[src/rtl/musa_trace_pkg.sv]
// MUSA commit-trace shared types: record layout, FSM states
// and the frame byte mux used by the transmitter.
package musa_trace_pkg;

  localparam logic [7:0] SYNC_BYTE = 8'hA5;
  localparam int FRAME_LEN = 7;

  typedef struct packed {
    logic [31:0] instr;
    logic        pc_src;
    logic        mem_read;
    logic        mem_write;
    logic        push;
    logic        pop;
    logic        reg_write;
    logic [3:0]  alu_op;
    logic [3:0]  seq;
    logic        lost;
  } trace_rec_t;

  typedef enum logic {
    IDLE,
    SEND
  } tx_state_t;

  function automatic logic [7:0] frame_byte(
    input trace_rec_t r,
    input logic [2:0] i
  );
    logic [7:0] b;
    b = 8'h00;
    case (i)
      3'd0: b = SYNC_BYTE;
      3'd1: b = {r.reg_write, r.pop, r.push,
                 r.mem_write, r.mem_read,
                 r.pc_src, r.lost, 1'b0};
      3'd2: b = {r.seq, r.alu_op};
      3'd3: b = r.instr[31:24];
      3'd4: b = r.instr[23:16];
      3'd5: b = r.instr[15:8];
      3'd6: b = r.instr[7:0];
      default: b = 8'h00;
    endcase
    return b;
  endfunction

endpackage

[src/rtl/musa_trace_fifo.sv]
// Synchronous record FIFO. Ports: wr_en/wr_data, rd_en/rd_data
// (head shown combinationally), full, empty, count.
module musa_trace_fifo
  import musa_trace_pkg::*;
#(
  parameter int DEPTH = 4,
  localparam int AW = $clog2(DEPTH),
  localparam int CW = $clog2(DEPTH) + 1
) (
  input  logic          clk,
  input  logic          rst,
  input  logic          wr_en,
  input  trace_rec_t    wr_data,
  input  logic          rd_en,
  output trace_rec_t    rd_data,
  output logic          full,
  output logic          empty,
  output logic [CW-1:0] count
);

  trace_rec_t    mem_q [DEPTH];
  logic [AW-1:0] wptr_q, wptr_d;
  logic [AW-1:0] rptr_q, rptr_d;
  logic [CW-1:0] count_q, count_d;
  logic          do_wr, do_rd;

  assign full    = (count_q == CW'(DEPTH));
  assign empty   = (count_q == '0);
  assign count   = count_q;
  assign rd_data = mem_q[rptr_q];

  // full comes from the registered count, so a pop in
  // the same cycle never frees room for a write
  assign do_wr = wr_en && !full;
  assign do_rd = rd_en && !empty;

  always_comb begin
    wptr_d  = wptr_q;
    rptr_d  = rptr_q;
    count_d = count_q;
    if (do_wr) wptr_d = wptr_q + 1'b1;
    if (do_rd) rptr_d = rptr_q + 1'b1;
    unique case ({do_wr, do_rd})
      2'b10:   count_d = count_q + 1'b1;
      2'b01:   count_d = count_q - 1'b1;
      default: count_d = count_q;
    endcase
  end

  always_ff @(posedge clk or negedge rst) begin
    if (!rst) begin
      wptr_q  <= '0;
      rptr_q  <= '0;
      count_q <= '0;
      for (int i = 0; i < DEPTH; i++) mem_q[i] <= '0;
    end else begin
      wptr_q  <= wptr_d;
      rptr_q  <= rptr_d;
      count_q <= count_d;
      if (do_wr) mem_q[wptr_q] <= wr_data;
    end
  end

endmodule

[src/rtl/musa_trace_tx.sv]
// Commit-trace transmitter: captures retired-instruction records,
// queues them, streams 7-byte A5 frames on a valid/ready byte link.
module musa_trace_tx
  import musa_trace_pkg::*;
#(
  parameter int DATA_WIDTH = 32,
  parameter int ALU_OP_W   = 4,
  parameter int DEPTH      = 4
) (
  input  logic                  clk,
  input  logic                  rst,
  input  logic                  trace_en,
  input  logic                  commit_valid,
  input  logic [DATA_WIDTH-1:0] commit_instr,
  input  logic                  commit_pc_src,
  input  logic                  commit_mem_read,
  input  logic                  commit_mem_write,
  input  logic                  commit_push,
  input  logic                  commit_pop,
  input  logic                  commit_reg_write,
  input  logic [ALU_OP_W-1:0]   commit_alu_op,
  output logic [7:0]            tx_data,
  output logic                  tx_valid,
  input  logic                  tx_ready,
  output logic [7:0]            drop_count
);

  localparam int CW = $clog2(DEPTH) + 1;

  tx_state_t     state_q, state_d;
  logic [2:0]    idx_q, idx_d;
  trace_rec_t    frame_q, frame_d;
  logic [3:0]    seq_q, seq_d;
  logic          lost_q, lost_d;
  logic [7:0]    drop_q, drop_d;

  trace_rec_t    wr_rec, head;
  logic          fifo_full, fifo_empty, fifo_rd;
  logic          cap, wr, drop;
  logic [CW-1:0] fifo_level_unused;

  assign cap  = trace_en && commit_valid;
  assign wr   = cap && !fifo_full;
  assign drop = cap && fifo_full;

  always_comb begin
    wr_rec           = '0;
    wr_rec.instr     = commit_instr;
    wr_rec.pc_src    = commit_pc_src;
    wr_rec.mem_read  = commit_mem_read;
    wr_rec.mem_write = commit_mem_write;
    wr_rec.push      = commit_push;
    wr_rec.pop       = commit_pop;
    wr_rec.reg_write = commit_reg_write;
    wr_rec.alu_op    = 4'(commit_alu_op);
    wr_rec.seq       = seq_q;
    wr_rec.lost      = lost_q;
  end

  musa_trace_fifo #(.DEPTH(DEPTH)) u_fifo (
    .clk     (clk),
    .rst     (rst),
    .wr_en   (wr),
    .wr_data (wr_rec),
    .rd_en   (fifo_rd),
    .rd_data (head),
    .full    (fifo_full),
    .empty   (fifo_empty),
    .count   (fifo_level_unused)
  );

  always_comb begin
    seq_d  = wr ? seq_q + 4'd1 : seq_q;
    lost_d = lost_q;
    if (wr)        lost_d = 1'b0;
    else if (drop) lost_d = 1'b1;
    drop_d = drop_q;
    if (drop && drop_q != 8'hFF) drop_d = drop_q + 8'd1;
  end

  always_comb begin
    state_d = state_q;
    idx_d   = idx_q;
    frame_d = frame_q;
    fifo_rd = 1'b0;
    unique case (state_q)
      IDLE: begin
        if (!fifo_empty) begin
          fifo_rd = 1'b1;
          frame_d = head;
          idx_d   = 3'd0;
          state_d = SEND;
        end
      end
      SEND: begin
        if (tx_ready) begin
          if (idx_q != 3'(FRAME_LEN - 1)) begin
            idx_d = idx_q + 3'd1;
          end else if (!fifo_empty) begin
            // chain the next frame with no idle gap
            fifo_rd = 1'b1;
            frame_d = head;
            idx_d   = 3'd0;
          end else begin
            state_d = IDLE;
          end
        end
      end
      default: state_d = IDLE;
    endcase
  end

  assign tx_valid   = (state_q == SEND);
  assign tx_data    = tx_valid ? frame_byte(frame_q, idx_q) : 8'h00;
  assign drop_count = drop_q;

  always_ff @(posedge clk or negedge rst) begin
    if (!rst) begin
      state_q <= IDLE;
      idx_q   <= '0;
      frame_q <= '0;
      seq_q   <= '0;
      lost_q  <= 1'b0;
      drop_q  <= '0;
    end else begin
      state_q <= state_d;
      idx_q   <= idx_d;
      frame_q <= frame_d;
      seq_q   <= seq_d;
      lost_q  <= lost_d;
      drop_q  <= drop_d;
    end
  end

endmodule
[config.mk]
export PLATFORM = sky130hd
export DESIGN_NAME = musa_trace_tx
export DESIGN_NICKNAME = d
export VERILOG_FILES = /design/src/rtl/musa_trace_pkg.sv /design/src/rtl/musa_trace_fifo.sv /design/src/rtl/musa_trace_tx.sv
export SDC_FILE = /design/constraint.sdc
export NUM_CORES = 1
export LEC_CHECK = 0
export ABC_AREA = 0
export CELL_PAD_IN_SITES_DETAIL_PLACEMENT = 1
export CELL_PAD_IN_SITES_GLOBAL_PLACEMENT = 2
export CORE_ASPECT_RATIO = 0.8
export CORE_MARGIN = 3
export CORE_UTILIZATION = 48
export DETAILED_ROUTE_END_ITERATION = 16
export GPL_TIMING_DRIVEN = 1
export PLACE_DENSITY = 0.93
export SETUP_SLACK_MARGIN = 0.5
export SLEW_MARGIN = 15
export SYNTH_ARGS = -nofsm -noshare
export SYNTH_HDL_FRONTEND = slang
export SYNTH_SLANG_ARGS = --single-unit
[constraint.sdc]
create_clock -name clk -period 4.3 [get_ports clk]
set_input_delay 0.86 -clock clk [delete_from_list [all_inputs] [get_ports clk]]
set_output_delay 0.86 -clock clk [all_outputs]
set_load 0.05 [all_outputs]
==> metrics.md <==
| Metric | Value |
|---|---|
| EDFF count, synth | `0` |
| Vias | `6510` |
| WL final | `27.20 mm` |
| Area grow syn2layout | `14.47%` |
| Outcome | `complete, no violations` |
| Area of the core | `0.02359 mm^2` |
| CP Class | `flip-flop to primary output` |
| Crit path time final | `3.627 ns` |
| Syn_nets | `782` |
| Die ar. | `0.02615 mm^2` |
| Commonest cells in the netlist | `dfrtp_1, mux2_2, mux4_2, mux2_4, nand2_1` |
| Fillers | `2173` |
| Worst path max stage delay | `0.53 ns` |
| Cell taking the most area after synthesis | `dfrtp_1` |
| Crit path cell chain | `inv_1 -> ha_1 -> a22oi_1 -> and3_1 -> a311oi_1 -> buf_4` |
| Slew @ Worst Pin | `1.007 ns` |
| Slowest-stage cell, CP | `dfrtp_2` |
| CP Launch Type | `flip-flop` |
| PortBufs | `63` |
| Max-slew violations | `0` |
| Starting DRT DRC Count | `425` |
| Tcrit/Tclk final | `0.8434` |
| Sequential power share | `0.438` |
| H-tree levels | `1` |
| Pin count of the biggest net entering global routing | `130` |
| Combinational share of power | `0.346` |
| Drt first pass iters | `4` |
| CTS max path bufs | `3` |
| GRT Util Overall | `0.2131` |
| Final hold violation count | `0` |
| Cell with the most instances after synthesis | `dfrtp_1` |
| Endpoint arrival time on the critical path | `2.77 ns` |
| Switching share of power | `0.3244` |
| Area share of the largest cell type after synthesis | `0.5572` |
| Initial Utilization | `0.4932` |
| Initial antenna violation count | `0` |
| Seq/Total Area, Yosys | `0.5572` |
| Achievable frequency | `275.7 MHz` |
| FP Rows | `50` |
| Fraction of registers with async set/reset | `1.000` |
| Pwr dens | `789.6 mW/mm^2` |
| Setup Fix Bufs, Post-CTS | `0` |
| CP endpoint kind | `primary output` |
| Pre-CTS setup slack | `0.9783 ns` |
| R2r worst-path depth | `6` |
| Wire per inst | `24.50 um` |
| Register bit total from synthesis | `259` |
| Clk sinks | `259` |
| DP HPWL | `17.31 mm` |
| Final setup skew | `0.007676 ns` |
| Final net count | `839` |
| Clock network fraction of design power | `0.217` |
| Post-synthesis cell area | `0.01163 mm^2` |
| Final Wtd Congestion | `0.8207` |
| Vias/cell | `5.865` |
| GRT overflow | `0` |
| Die height | `145.2 um` |
| Crit path setup slack, layout | `0.6732 ns` |
| Slew headroom | `0.3288` |
| NetSw | `3.410 mW` |
| RSZ-0062 raised after global routing | `no` |
| Mean Syn Cell Area | `16.11 um^2` |
| Worst EP required | `3.44 ns` |
| Residual DRC | `0` |
| Die width | `180.0 um` |
| CTS tree | `built` |
| Share of layout cells above drive strength 1 | `0.4549` |
| Top FF cell, synth | `dfrtp_1` |
| Reg2Reg Capture Point | `frame_q[38]` |
| Critical Path Fanout Max | `20` |
| Cts bufs inserted | `27` |
| Syn Inst Count | `722` |
| Yosys cell types | `43` |
| Post-place instance area | `0.01244 mm^2` |
| Vias in the first global route | `7648` |
| Internal power consumption | `7.103 mW` |
| Max-cap violations | `0` |
| R2r startpoint | `idx_q[0]` |
| Top post-synthesis cells by area | `dfrtp_1, mux2_2, mux4_2, mux2_4, ha_1` |
| Setup TNS | `0 ns` |
| LEAKAGE | `5.840 nW` |
| I/O pin count | `64` |
| HP Class | `input pin to asynchronous set/reset pin` |
| Global-route wire length before repair | `44.35 mm` |
| Clk_lat worst skew | `0.52 ns` |
| Setup-failing EPs final | `0` |
| FF-to-FF setup slack | `1.60 ns` |
| Diodes inserted | `0` |
| Clk pin slew, worst setup/hold paths | `0.06 ns` |
| VDD IR-drop max | `0.4049 mV` |
| Finished Cell Area | `0.01331 mm^2` |
| CTS root buffer | `clkbuf_16` |
| DRT antenna net count | `0` |
| Ys Warns | `0` |
-- timing repair --
item,CTS,global route
endpoints found under the setup margin,0,8
gates resized for setup,0,1
hold endpoints to repair,0,0
hold buffers,0,0
-- metrics by stage --
stage / cells / hold slack (ns) / power (mW) / util
global route: 1110 / 0.5174 / 11.12 / 0.5645
detailed placement: 1062 / 0.4830 / 8.251 / 0.5273
CTS: 1110 / 0.4951 / 10.62 / 0.5645
global placement: 1062 / 0.4725 / 7.904 / 0.5273
floorplan: 722 / 0.4564 / 7.044 / -
finish: 1110 / 0.4626 / 10.51 / 0.5645
-- worst max-delay path by stage --
| stage | from | endpoint | slack (ns) |
|---|---|---|---|
| 2_1_floorplan | idx_q[2] | tx_data[5] | 0.81 |
| 3_3_place_gp | trace_en | u_fifo.mem_q[181] | 1.10 |
| 5_1_grt | idx_q[2] | tx_data[5] | 0.53 |
| 3_5_place_dp | trace_en | u_fifo.mem_q[181] | 0.98 |
| 4_1_cts | idx_q[2] | tx_data[3] | 0.54 |
| 6_report | idx_q[2] | tx_data[5] | 0.67 |
-- routing by layer --
metal | global-route usage | up-vias | wire length [um]
met1 | 0.2887 | 3541 | 11460
met4 | 0.04143 | 0 | 490
met2 | 0.3666 | 137 | 13940
met5 | 0 | - | 0
li1 | - | 2792 | -
met3 | 0.03835 | 40 | 1310
-- power groups by stage --
stage	clock network (mW)	logic (mW)	registers, mW
after global routing	2.46	3.90	4.76
after detailed placement	0	3.63	4.62
after global placement	0	3.46	4.45
after floorplan	0	2.94	4.10
after CTS	2.34	3.67	4.61
final	2.28	3.63	4.60
-- cells in the final DEF (no fill, tap or decap), types with 4 or more instances in the layout --
cell type / Yosys / layout
nand2_1: 20 / 17
buf_4: 6 / 13
clkbuf_16: 0 / 27
nor2_1: 5 / 5
xor2_1: 4 / 4
mux2_4: 30 / 30
a222oi_1: 5 / 5
dfrtp_1: 259 / 256
xnor2_1: 7 / 7
buf_12: 4 / 4
a21oi_1: 11 / 10
mux4_2: 47 / 47
nand3_1: 8 / 8
clkbuf_1: 10 / 4
o21ai_0: 5 / 5
clkdlybuf4s50_1: 0 / 54
mux2_2: 214 / 214
clkinv_2: 0 / 6
clkbuf_8: 0 / 8
inv_1: 9 / 9
a22o_1: 8 / 8
ha_1: 12 / 12
a22oi_1: 4 / 4
-- cell families after synthesis --
logic type,count (synthesis),synth area share
mux,292,0.3378
flops,259,0.5572
buf+inv,53,0.03238
simple gates,50,0.02216
compound gates,44,0.02754
fa+ha+maj,13,0.01463
xor+xnor,11,0.008283
-- flip-flops by register name, summed over array words and instances (netlist names) --
signal / flops
u_fifo.mem_q: 188
frame_q: 47
drop_count: 8
seq_q: 4
idx_q: 3
u_fifo.count: 3
u_fifo.rptr_q: 2
u_fifo.wptr_q: 2
lost_q: 1
tx_valid: 1
-- cell type report --
class	instances	area (um^2)	share of cell area
sequential	259	6487	0.4873
clock inverter	9	76.32	0.005733
timing repair buffer	72	733.2	0.05507
inverter	9	33.78	0.002537
multi-input combinational	410	4792	0.3599
tap	312	390.4	0.02932
clock buffer	39	800.8	0.06014
-- worst max-delay path, delay by kind of cell (launching register included) --
family	cells	cell delay, ns
flip-flops	1	0.53
AND/OR/NAND/NOR	1	0.22
buffers and inverters	2	0.47
adder cells (fa/ha/maj)	1	0.40
AO/OA/AOI/OAI	2	0.62
(Power assumes the default switching activity.)
